## src/rtl/find_first_set_2d_scanner_if.sv

```systemverilog
// Load/coordinate handshake bundle for the 2D first-set scanner.
// The master side drives the bitmap and accepts coordinate beats; the slave side is the scanner.
interface find_first_set_2d_scanner_if #(
    parameter int DATA_X_W = 7,
    parameter int DATA_Y_W = 5
);
    localparam int IDX_X_W = (DATA_X_W > 1) ? $clog2(DATA_X_W) : 1;
    localparam int IDX_Y_W = (DATA_Y_W > 1) ? $clog2(DATA_Y_W) : 1;
    localparam int CNT_W   = $clog2(DATA_X_W * DATA_Y_W + 1);

    logic                               Flush;
    logic [DATA_Y_W-1:0][DATA_X_W-1:0]  MapIn;
    logic                               MapValid;
    logic                               MapReady;
    logic                               CoordValid;
    logic                               CoordReady;
    logic [DATA_X_W-1:0]                CoordX;
    logic [DATA_Y_W-1:0]                CoordY;
    logic [IDX_X_W-1:0]                 CoordXIdx;
    logic [IDX_Y_W-1:0]                 CoordYIdx;
    logic [CNT_W-1:0]                   CoordCnt;
    logic                               CoordLast;
    logic                               Done;
    logic                               Busy;

    modport master (
        output Flush, MapIn, MapValid, CoordReady,
        input  MapReady, CoordValid, CoordX, CoordY, CoordXIdx, CoordYIdx,
               CoordCnt, CoordLast, Done, Busy
    );

    modport slave (
        input  Flush, MapIn, MapValid, CoordReady,
        output MapReady, CoordValid, CoordX, CoordY, CoordXIdx, CoordYIdx,
               CoordCnt, CoordLast, Done, Busy
    );
endinterface

```

## src/rtl/find_first_set_2d_scanner.sv

```systemverilog
// Sequential 2D first-set scanner: loads a whole bitmap, then emits each set bit once per
// accepted beat in row-then-column order, clearing it from the working copy as it goes.
module find_first_set_2d_scanner #(
    parameter int DATA_X_W = 7,
    parameter int DATA_Y_W = 5
) (
    input  logic                          ACLK,
    input  logic                          ARESETn,
    find_first_set_2d_scanner_if.slave    bus
);
    localparam int IDX_X_W = (DATA_X_W > 1) ? $clog2(DATA_X_W) : 1;
    localparam int IDX_Y_W = (DATA_Y_W > 1) ? $clog2(DATA_Y_W) : 1;
    localparam int CNT_W   = $clog2(DATA_X_W * DATA_Y_W + 1);

    typedef enum logic {
        IDLE = 1'b0,
        SCAN = 1'b1
    } state_t;

    state_t                             state;
    logic [DATA_Y_W-1:0][DATA_X_W-1:0]  work;
    logic [CNT_W-1:0]                   cnt;
    logic                               done;

    logic                               row_found;
    logic [DATA_Y_W-1:0]                row_hit;
    logic [IDX_Y_W-1:0]                 y_idx;
    logic [DATA_X_W-1:0]                sel_row;
    logic [DATA_X_W-1:0]                col_hit;
    logic [IDX_X_W-1:0]                 x_idx;
    logic [DATA_Y_W-1:0][DATA_X_W-1:0]  work_cleared;
    logic                               last_bit;
    logic                               in_scan;
    logic                               beat_xfer;

    // Pick the lowest row holding any set bit and capture that row's contents.
    always_comb begin
        row_found = 1'b0;
        row_hit   = '0;
        y_idx     = '0;
        sel_row   = '0;
        for (int y = 0; y < DATA_Y_W; y++) begin
            if (!row_found && (|work[y])) begin
                row_found  = 1'b1;
                row_hit[y] = 1'b1;
                y_idx      = IDX_Y_W'(y);
                sel_row    = work[y];
            end
        end
    end

    // Pick the lowest set column inside the selected row.
    always_comb begin
        col_hit = '0;
        x_idx   = '0;
        for (int x = DATA_X_W - 1; x >= 0; x--) begin
            if (sel_row[x]) begin
                col_hit    = '0;
                col_hit[x] = 1'b1;
                x_idx      = IDX_X_W'(x);
            end
        end
    end

    // Working map with the currently presented bit removed; empty means this is the last beat.
    always_comb begin
        work_cleared = work;
        for (int y = 0; y < DATA_Y_W; y++) begin
            work_cleared[y] = work[y] & ~(col_hit & {DATA_X_W{row_hit[y]}});
        end
    end

    assign last_bit  = row_found && (work_cleared == '0);
    assign in_scan   = (state == SCAN);
    assign beat_xfer = in_scan && !bus.Flush && bus.CoordReady;

    assign bus.MapReady   = (state == IDLE) && !bus.Flush;
    assign bus.CoordValid = in_scan && !bus.Flush;
    assign bus.CoordX     = in_scan ? col_hit : '0;
    assign bus.CoordY     = in_scan ? row_hit : '0;
    assign bus.CoordXIdx  = in_scan ? x_idx : '0;
    assign bus.CoordYIdx  = in_scan ? y_idx : '0;
    assign bus.CoordLast  = in_scan && last_bit;
    assign bus.CoordCnt   = cnt;
    assign bus.Done       = done;
    assign bus.Busy       = in_scan;

    // Control FSM: Flush beats everything, loads happen in IDLE, beats drain the map in SCAN.
    always_ff @(posedge ACLK or negedge ARESETn) begin
        if (!ARESETn) begin
            state <= IDLE;
            work  <= '0;
            cnt   <= '0;
            done  <= 1'b0;
        end else begin
            done <= 1'b0;
            if (bus.Flush) begin
                state <= IDLE;
                work  <= '0;
                cnt   <= '0;
            end else begin
                case (state)
                    IDLE: begin
                        if (bus.MapValid) begin
                            work <= bus.MapIn;
                            cnt  <= '0;
                            if (bus.MapIn == '0) begin
                                done <= 1'b1;
                            end else begin
                                state <= SCAN;
                            end
                        end
                    end
                    SCAN: begin
                        if (beat_xfer) begin
                            work <= work_cleared;
                            if (last_bit) begin
                                state <= IDLE;
                                cnt   <= '0;
                                done  <= 1'b1;
                            end else begin
                                cnt <= cnt + CNT_W'(1);
                            end
                        end
                    end
                    default: begin
                        state <= IDLE;
                    end
                endcase
            end
        end
    end
endmodule
```

## src/flat_wrapper.sv

```systemverilog
// flat-port wrapper written by rule: the top's interface ports become plain ports
module find_first_set_2d_scanner_flat 
#(
    parameter int DATA_X_W = 7,
    parameter int DATA_Y_W = 5
)
  (ACLK, ARESETn, bus_Flush, bus_MapIn, bus_MapValid, bus_CoordReady, bus_MapReady, bus_CoordValid, bus_CoordX, bus_CoordY, bus_CoordXIdx, bus_CoordYIdx, bus_CoordCnt, bus_CoordLast, bus_Done, bus_Busy);
  find_first_set_2d_scanner_if #(.DATA_X_W(DATA_X_W), .DATA_Y_W(DATA_Y_W)) bus_i ();
  input  logic ACLK;
  input  logic ARESETn;
  input wire logic [$bits(bus_i.Flush)-1:0] bus_Flush;
  input wire logic [$bits(bus_i.MapIn)-1:0] bus_MapIn;
  input wire logic [$bits(bus_i.MapValid)-1:0] bus_MapValid;
  input wire logic [$bits(bus_i.CoordReady)-1:0] bus_CoordReady;
  output wire logic [$bits(bus_i.MapReady)-1:0] bus_MapReady;
  output wire logic [$bits(bus_i.CoordValid)-1:0] bus_CoordValid;
  output wire logic [$bits(bus_i.CoordX)-1:0] bus_CoordX;
  output wire logic [$bits(bus_i.CoordY)-1:0] bus_CoordY;
  output wire logic [$bits(bus_i.CoordXIdx)-1:0] bus_CoordXIdx;
  output wire logic [$bits(bus_i.CoordYIdx)-1:0] bus_CoordYIdx;
  output wire logic [$bits(bus_i.CoordCnt)-1:0] bus_CoordCnt;
  output wire logic [$bits(bus_i.CoordLast)-1:0] bus_CoordLast;
  output wire logic [$bits(bus_i.Done)-1:0] bus_Done;
  output wire logic [$bits(bus_i.Busy)-1:0] bus_Busy;
  assign bus_i.Flush = bus_Flush;
  assign bus_i.MapIn = bus_MapIn;
  assign bus_i.MapValid = bus_MapValid;
  assign bus_i.CoordReady = bus_CoordReady;
  assign bus_MapReady = bus_i.MapReady;
  assign bus_CoordValid = bus_i.CoordValid;
  assign bus_CoordX = bus_i.CoordX;
  assign bus_CoordY = bus_i.CoordY;
  assign bus_CoordXIdx = bus_i.CoordXIdx;
  assign bus_CoordYIdx = bus_i.CoordYIdx;
  assign bus_CoordCnt = bus_i.CoordCnt;
  assign bus_CoordLast = bus_i.CoordLast;
  assign bus_Done = bus_i.Done;
  assign bus_Busy = bus_i.Busy;
  find_first_set_2d_scanner #(.DATA_X_W(DATA_X_W), .DATA_Y_W(DATA_Y_W)) u_core (.ACLK(ACLK), .ARESETn(ARESETn), .bus(bus_i));
endmodule
```

## config.mk

```make
export PLATFORM = sky130hd
export DESIGN_NAME = find_first_set_2d_scanner_flat
export DESIGN_NICKNAME = d
export VERILOG_FILES = /design/src/rtl/find_first_set_2d_scanner_if.sv /design/src/rtl/find_first_set_2d_scanner.sv /design/src/flat_wrapper.sv
export SDC_FILE = /design/constraint.sdc
export NUM_CORES = 1
export LEC_CHECK = 0
export CELL_PAD_IN_SITES_DETAIL_PLACEMENT = 2
export CELL_PAD_IN_SITES_GLOBAL_PLACEMENT = 2
export CORE_MARGIN = 8
export CORE_UTILIZATION = 31
export CTS_BUF_LIST = sky130_fd_sc_hd__clkbuf_8
export DETAILED_ROUTE_END_ITERATION = 6
export GPL_TIMING_DRIVEN = 0
export PLACE_DENSITY = 0.93
export SLEW_MARGIN = 15
export SYNTH_ARGS = -nofsm -noshare
export SYNTH_HDL_FRONTEND = slang
export SYNTH_SLANG_ARGS = --single-unit
```

## constraint.sdc

```tcl
create_clock -name ACLK -period 5.4 [get_ports ACLK]
set_input_delay 1.62 -clock ACLK [delete_from_list [all_inputs] [get_ports ACLK]]
set_output_delay 1.62 -clock ACLK [all_outputs]
set_load 0.1 [all_outputs]
```

# == After elaboration in Yosys (flattened, before gate mapping) ==
# Index checks and enable logic that the tools add are counted.
# W data, S select, Z words.
# totals
register_bits,43
inputBits,40
output_inout_bits,29
wordCells,106
# op_classes
add_sub_neg,1
eq_ne,2
mux,57
bitwise,16
reduce_logical,22
# ops
op,n
$mux W35,3
$mux W7,13
$and A7 B7 Y7,10
$logic_not A35 Y1,2
$pmux W35 S2,1
$not A7 Y7,5
$reduce_or A7 Y1,5
$mux W3,10
$mux W6,4
$mux W1,20
$pmux W6 S2,1
$logic_and A1 B1 Y1,9
$add A6 B1 Y6 const B,1
$ne A3 B3 Y1 const B,2
$logic_not A1 Y1,5
$mux W5,1
$mux W2,2
$pmux W1 S2,2
$reduce_and A2 Y1,1
$not A1 Y1,1

# == Depth between registers and ports, before layout ==
# logic_depth
word_depth,30
ltp_mapped,14
mapped_depth_nobuf,10

# == Least setup slack after synthesis ==
# OpenSTA, ideal clock, no wires.
# synth_timing
path_kind,register to output
start,"reg u_core.state, in the netlist u_core.bus.Busy"
end,out bus_CoordYIdx[0]
arrival_ns,5.219
required_time_ns,3.780
slack_ns,-1.439
stages_incl_launch_ff,5
n_path_buf,1
cell_sequence,dfrtp_1 clkbuf_1 inv_1 nor4_1 or2_2
# synth_between
elab_chain_len,1
# synth_lines
element,line,rtl
from (decl),find_first_set_2d_scanner.sv:20,state_t state;
from (signal assigned),find_first_set_2d_scanner.sv:91,state <= IDLE;
from (signal assigned),find_first_set_2d_scanner.sv:98,state <= IDLE;
from (signal assigned),find_first_set_2d_scanner.sv:110,state <= SCAN;
$mux W3,find_first_set_2d_scanner.sv:82,assign bus.CoordYIdx = in_scan ? y_idx : '0;
to (decl),flat_wrapper.sv:20,output wire logic [$bits(bus_i.CoordYIdx)-1:0] bus_CoordYIdx;
# No other way between the ends.

# == Worst setup path in the final report ==
# layout_timing
start,reg u_core.work[0] (netlist bit)
end,out bus_CoordLast
# layout_between
elab_chain_len,27
word_cells_on_any_way,48
classes_between,mux (21); bitwise (15); reduce/logical (12)
# layout_lines
element,line,rtl
from (decl),find_first_set_2d_scanner.sv:21,logic [DATA_Y_W-1:0][DATA_X_W-1:0] work;
from (signal assigned),find_first_set_2d_scanner.sv:105,work <= bus.MapIn;
from (signal assigned),find_first_set_2d_scanner.sv:116,work <= work_cleared;
$reduce_or A7 Y1,find_first_set_2d_scanner.sv:43,if (!row_found && (|work[y])) begin
$mux W1,find_first_set_2d_scanner.sv:43,
$logic_not A1 Y1,find_first_set_2d_scanner.sv:43,
$logic_and A1 B1 Y1,find_first_set_2d_scanner.sv:43,
$mux W1,find_first_set_2d_scanner.sv:43,
$logic_not A1 Y1,find_first_set_2d_scanner.sv:43,
$logic_and A1 B1 Y1,find_first_set_2d_scanner.sv:43,
$mux W1,find_first_set_2d_scanner.sv:43,
[5 not listed],n/a,
$mux W7,find_first_set_2d_scanner.sv:43,
$mux W7 (7 in series),find_first_set_2d_scanner.sv:57,if (sel_row[x]) begin
$and A7 B7 Y7,find_first_set_2d_scanner.sv:69,work_cleared[y] = work[y] & ~(col_hit & {DATA_X_W{row_hit[y]}});
$not A7 Y7,find_first_set_2d_scanner.sv:69,
$and A7 B7 Y7,find_first_set_2d_scanner.sv:69,
$logic_not A35 Y1,find_first_set_2d_scanner.sv:73,assign last_bit = row_found && (work_cleared == '0);
$logic_and A1 B1 Y1 *,find_first_set_2d_scanner.sv:73,
$logic_and A1 B1 Y1 *,find_first_set_2d_scanner.sv:83,assign bus.CoordLast = in_scan && last_bit;
to (decl),flat_wrapper.sv:22,output wire logic [$bits(bus_i.CoordLast)-1:0] bus_CoordLast;
# Every way passes the cells marked *; elsewhere a longest branch is shown, timed or not.

==> results.json <==
{
  "placed_cell_area_um2": 4170,
  "post-dp-hpwl_mm": 13.0,
  "max_freq_mhz": 165,
  "grt_overflow_total": 0,
  "die-height_um": 118,
  "avgViaCountPerCell": 6.49,
  "fillers": 1117,
  "synth_warnings": 0,
  "nNetsFinal": 550,
  "ios": 69,
  "synthArstFlopShare_pct": 100,
  "drv_slew": 0,
  "cp-start-kind": "register",
  "postLayoutSetupSlackWorst_ns": -0.665,
  "dieArea_um2": 14000,
  "io_buffers": 67,
  "worst_slew_pin_slew_ns": 1.02,
  "num_rows": 37,
  "cts_tree": "yes",
  "grtUsageTotal_pct": 24.9,
  "hold_violations": 0,
  "period_minus_slack_ns": 6.07,
  "outcome": "complete, but fails checks",
  "period_share_pct": 112,
  "fp.coreArea_um2": 10200,
  "die_w_um": 118,
  "htree_levels": 2,
  "synth_common_cells": "51 x o21ai_0, 43 x dfrtp_1, 42 x nand2_1, 32 x nor2_1, 26 x a22o_1",
  "reg2regPathDepth": 13,
  "yosys_register_bits": 43,
  "final_area_um2": 4660,
  "dp_slack_ns": -1.74,
  "violations": "negative setup slack",
  "yosysSeqAreaShare_pct": 33.1,
  "path_delay_family": "simple AND/OR/NAND/NOR gates",
  "slowest_delay_ns": 0.52,
  "crit_path_end_kind": "output port",
  "antenna_left": 0,
  "layout-drive-gt1-share_pct": 21.6,
  "synth_edf_count": 0,
  "diodes": 0,
  "clk_latency_ns": 0.32,
  "wl_mm": 18.5,
  "yosys.area.top_type": "dfrtp_1",
  "cts_sinks": 43,
  "syn-cell-area_um2": 3250,
  "synth_top_flop_cell": "dfrtp_1",
  "antenna_found_initial": 0,
  "vdd_drop_max_v": 0.000105,
  "final_core_util_pct": 45.6,
  "clk_pin_slew_ns": 0.10,
  "drv_cap": 0,
  "drc": 0,
  "p_per_area_nw_per_um2": 272,
  "power.total_mw": 1.27,
  "critPathArrivalTime_ns": 4.45,
  "leakagePower_nw": 1.86,
  "clockBufferDepth": 2,
  "syn_inst": 400,
  "grt_pass1_wl_mm": 27.3,
  "firstDrtPassIters": 5,
  "clk_root_buffer_cell": "clkbuf_8",
  "cts_buffers": 5,
  "synth_area_leaders": "dfrtp_1 33%, o21ai_0 7.9%, a22o_1 7.0%",
  "path_class": "reg -> out",
  "timing.critical_path.buf_inv": 2,
  "synth_top_area_share_pct": 33.1,
  "syn-num-nets": 441,
  "start_util_pct": 31.8,
  "cp_num_cells": 12,
  "finClkSkew_ns": 0.00486,
  "postSynthAreaPerCell_um2": 8.12,
  "grt_pass1_vias": 4377,
  "path_cells": "nor4_4, and4_1, buf_6, nand2_4, o311ai_4, o2111ai_1, nor3_1, o2bb2ai_2, or4_4, or4_4, nor4_4, buf_6",
  "worst_path_max_delay_cell": "or4_4",
  "synthToLayoutAreaGrowth_pct": 43.6,
  "hold_ws_ns": 0.567,
  "rsz0062_at_grt": "yes",
  "min_path_cells": 2,
  "synthMostInstantiatedCell": "o21ai_0",
  "place_congestion": 0.966,
  "relSlewSlack_pct": 31.6,
  "wl_per_cell_um": 28.6,
  "drt_iter0_drc": 305,
  "cp_max_fo": 7,
  "yosysUniqueCellTypes": 70,
  "crit_required_ns": 3.78,
  "num_vias": 4193,
  "hold_path.class": "reg -> reg",
  "grt_max_degree": 31,
  "setup_viol": 2
}
## stage by stage
stage	setup TNS, ns	instances
3_5_place_dp	-4.50	604
2_1_floorplan	-0.916	400
5_1_grt	-0.956	646
3_3_place_gp	-4.44	603
4_1_cts	-0.564	628
6_report	-0.675	646
## per-layer routing
layer,vias up,GRT usage (%),part of all wire [%]
met2,228,40.5,47
met1,2148,31.8,41
met4,0,9.64,4.2
met5,-,0,0
met3,67,4.85,7.8
li1,1750,-,-
## worst reg2reg max path: stages (launching register included)
cell,delay (ns)
dfrtp_2,0.45
nor4_4,0.36
buf_4,0.18
nand2_1,0.16
o21ai_0,0.46
o311ai_4,0.25
buf_4,0.19
buf_4,0.13
a211oi_1,0.77
and2_1,0.27
o32ai_1,0.15
or4_1,0.64
o21bai_1,0.42
o211ai_1,0.17
## what timing repair did
action | 4_1_cts | 5_1_grt
pin swaps | 9 | 15
setup endpoints to repair | 11 | 8
setup buffers | 16 | 18
hold buffers | 0 | 0
resized for setup | 56 | 19
## layout make-up
| cell class | instances | area (um2) | area share, % |
|---|---|---|---|
| Buffer | 22 | 125 | 2.68 |
| Clock buffer | 5 | 68.8 | 1.48 |
| Clock inverter | 3 | 23.8 | 0.510 |
| Inverter | 13 | 48.8 | 1.05 |
| Multi-Input combinational cell | 322 | 2200 | 47.2 |
| Sequential cell | 43 | 1090 | 23.3 |
| Tap cell | 136 | 170 | 3.65 |
| Timing Repair Buffer | 102 | 941 | 20.2 |
## registers in the layout (all words and copies together), names as in the netlist
register,cells
u_core.bus.CoordCnt,6
u_core.bus.Done,1
u_core.work,35
u_core.bus.Busy,1
## cell families (layout without fill, tap and decap cells)
family	count (synthesis)	count (layout)	synth area share, %
xor+xnor	2	2	0.539
fa+ha+maj	1	1	0.385
flops	43	43	33.1
compound gates	155	155	34.1
simple gates	164	164	27.2
buf+inv	35	145	4.66
## where the power goes
group          internal, mW  switching (mW)
clock network        0.0930           0.145
logic                 0.229           0.420
registers             0.341          0.0413
## final timing paths
path,start,endpoint,slack (ns)
max,u_core.work[0],bus_CoordLast,-0.67
min,u_core.bus.CoordCnt[1],u_core.bus.CoordCnt[1],0.57
max reg2reg,u_core.work[0],u_core.bus.CoordCnt[3],0.68
min reg2reg,u_core.bus.CoordCnt[1],u_core.bus.CoordCnt[1],0.57
max in group asynchronous,ARESETn,u_core.work[11],3.65
min in group asynchronous,ARESETn,u_core.work[24],1.21
## layout by cell type, fill, tap and decap left out, types with 13 or more instances in the layout
cell	instances
dfrtp_1	34
o21ai_0	50
nor3_1	14
clkdlybuf4s50_1	57
a21oi_1	15
buf_4	37
a22o_1	26
nor2_1	30
nand2_1	42
clkbuf_1	13
Power figures use the tool's default switching activity.
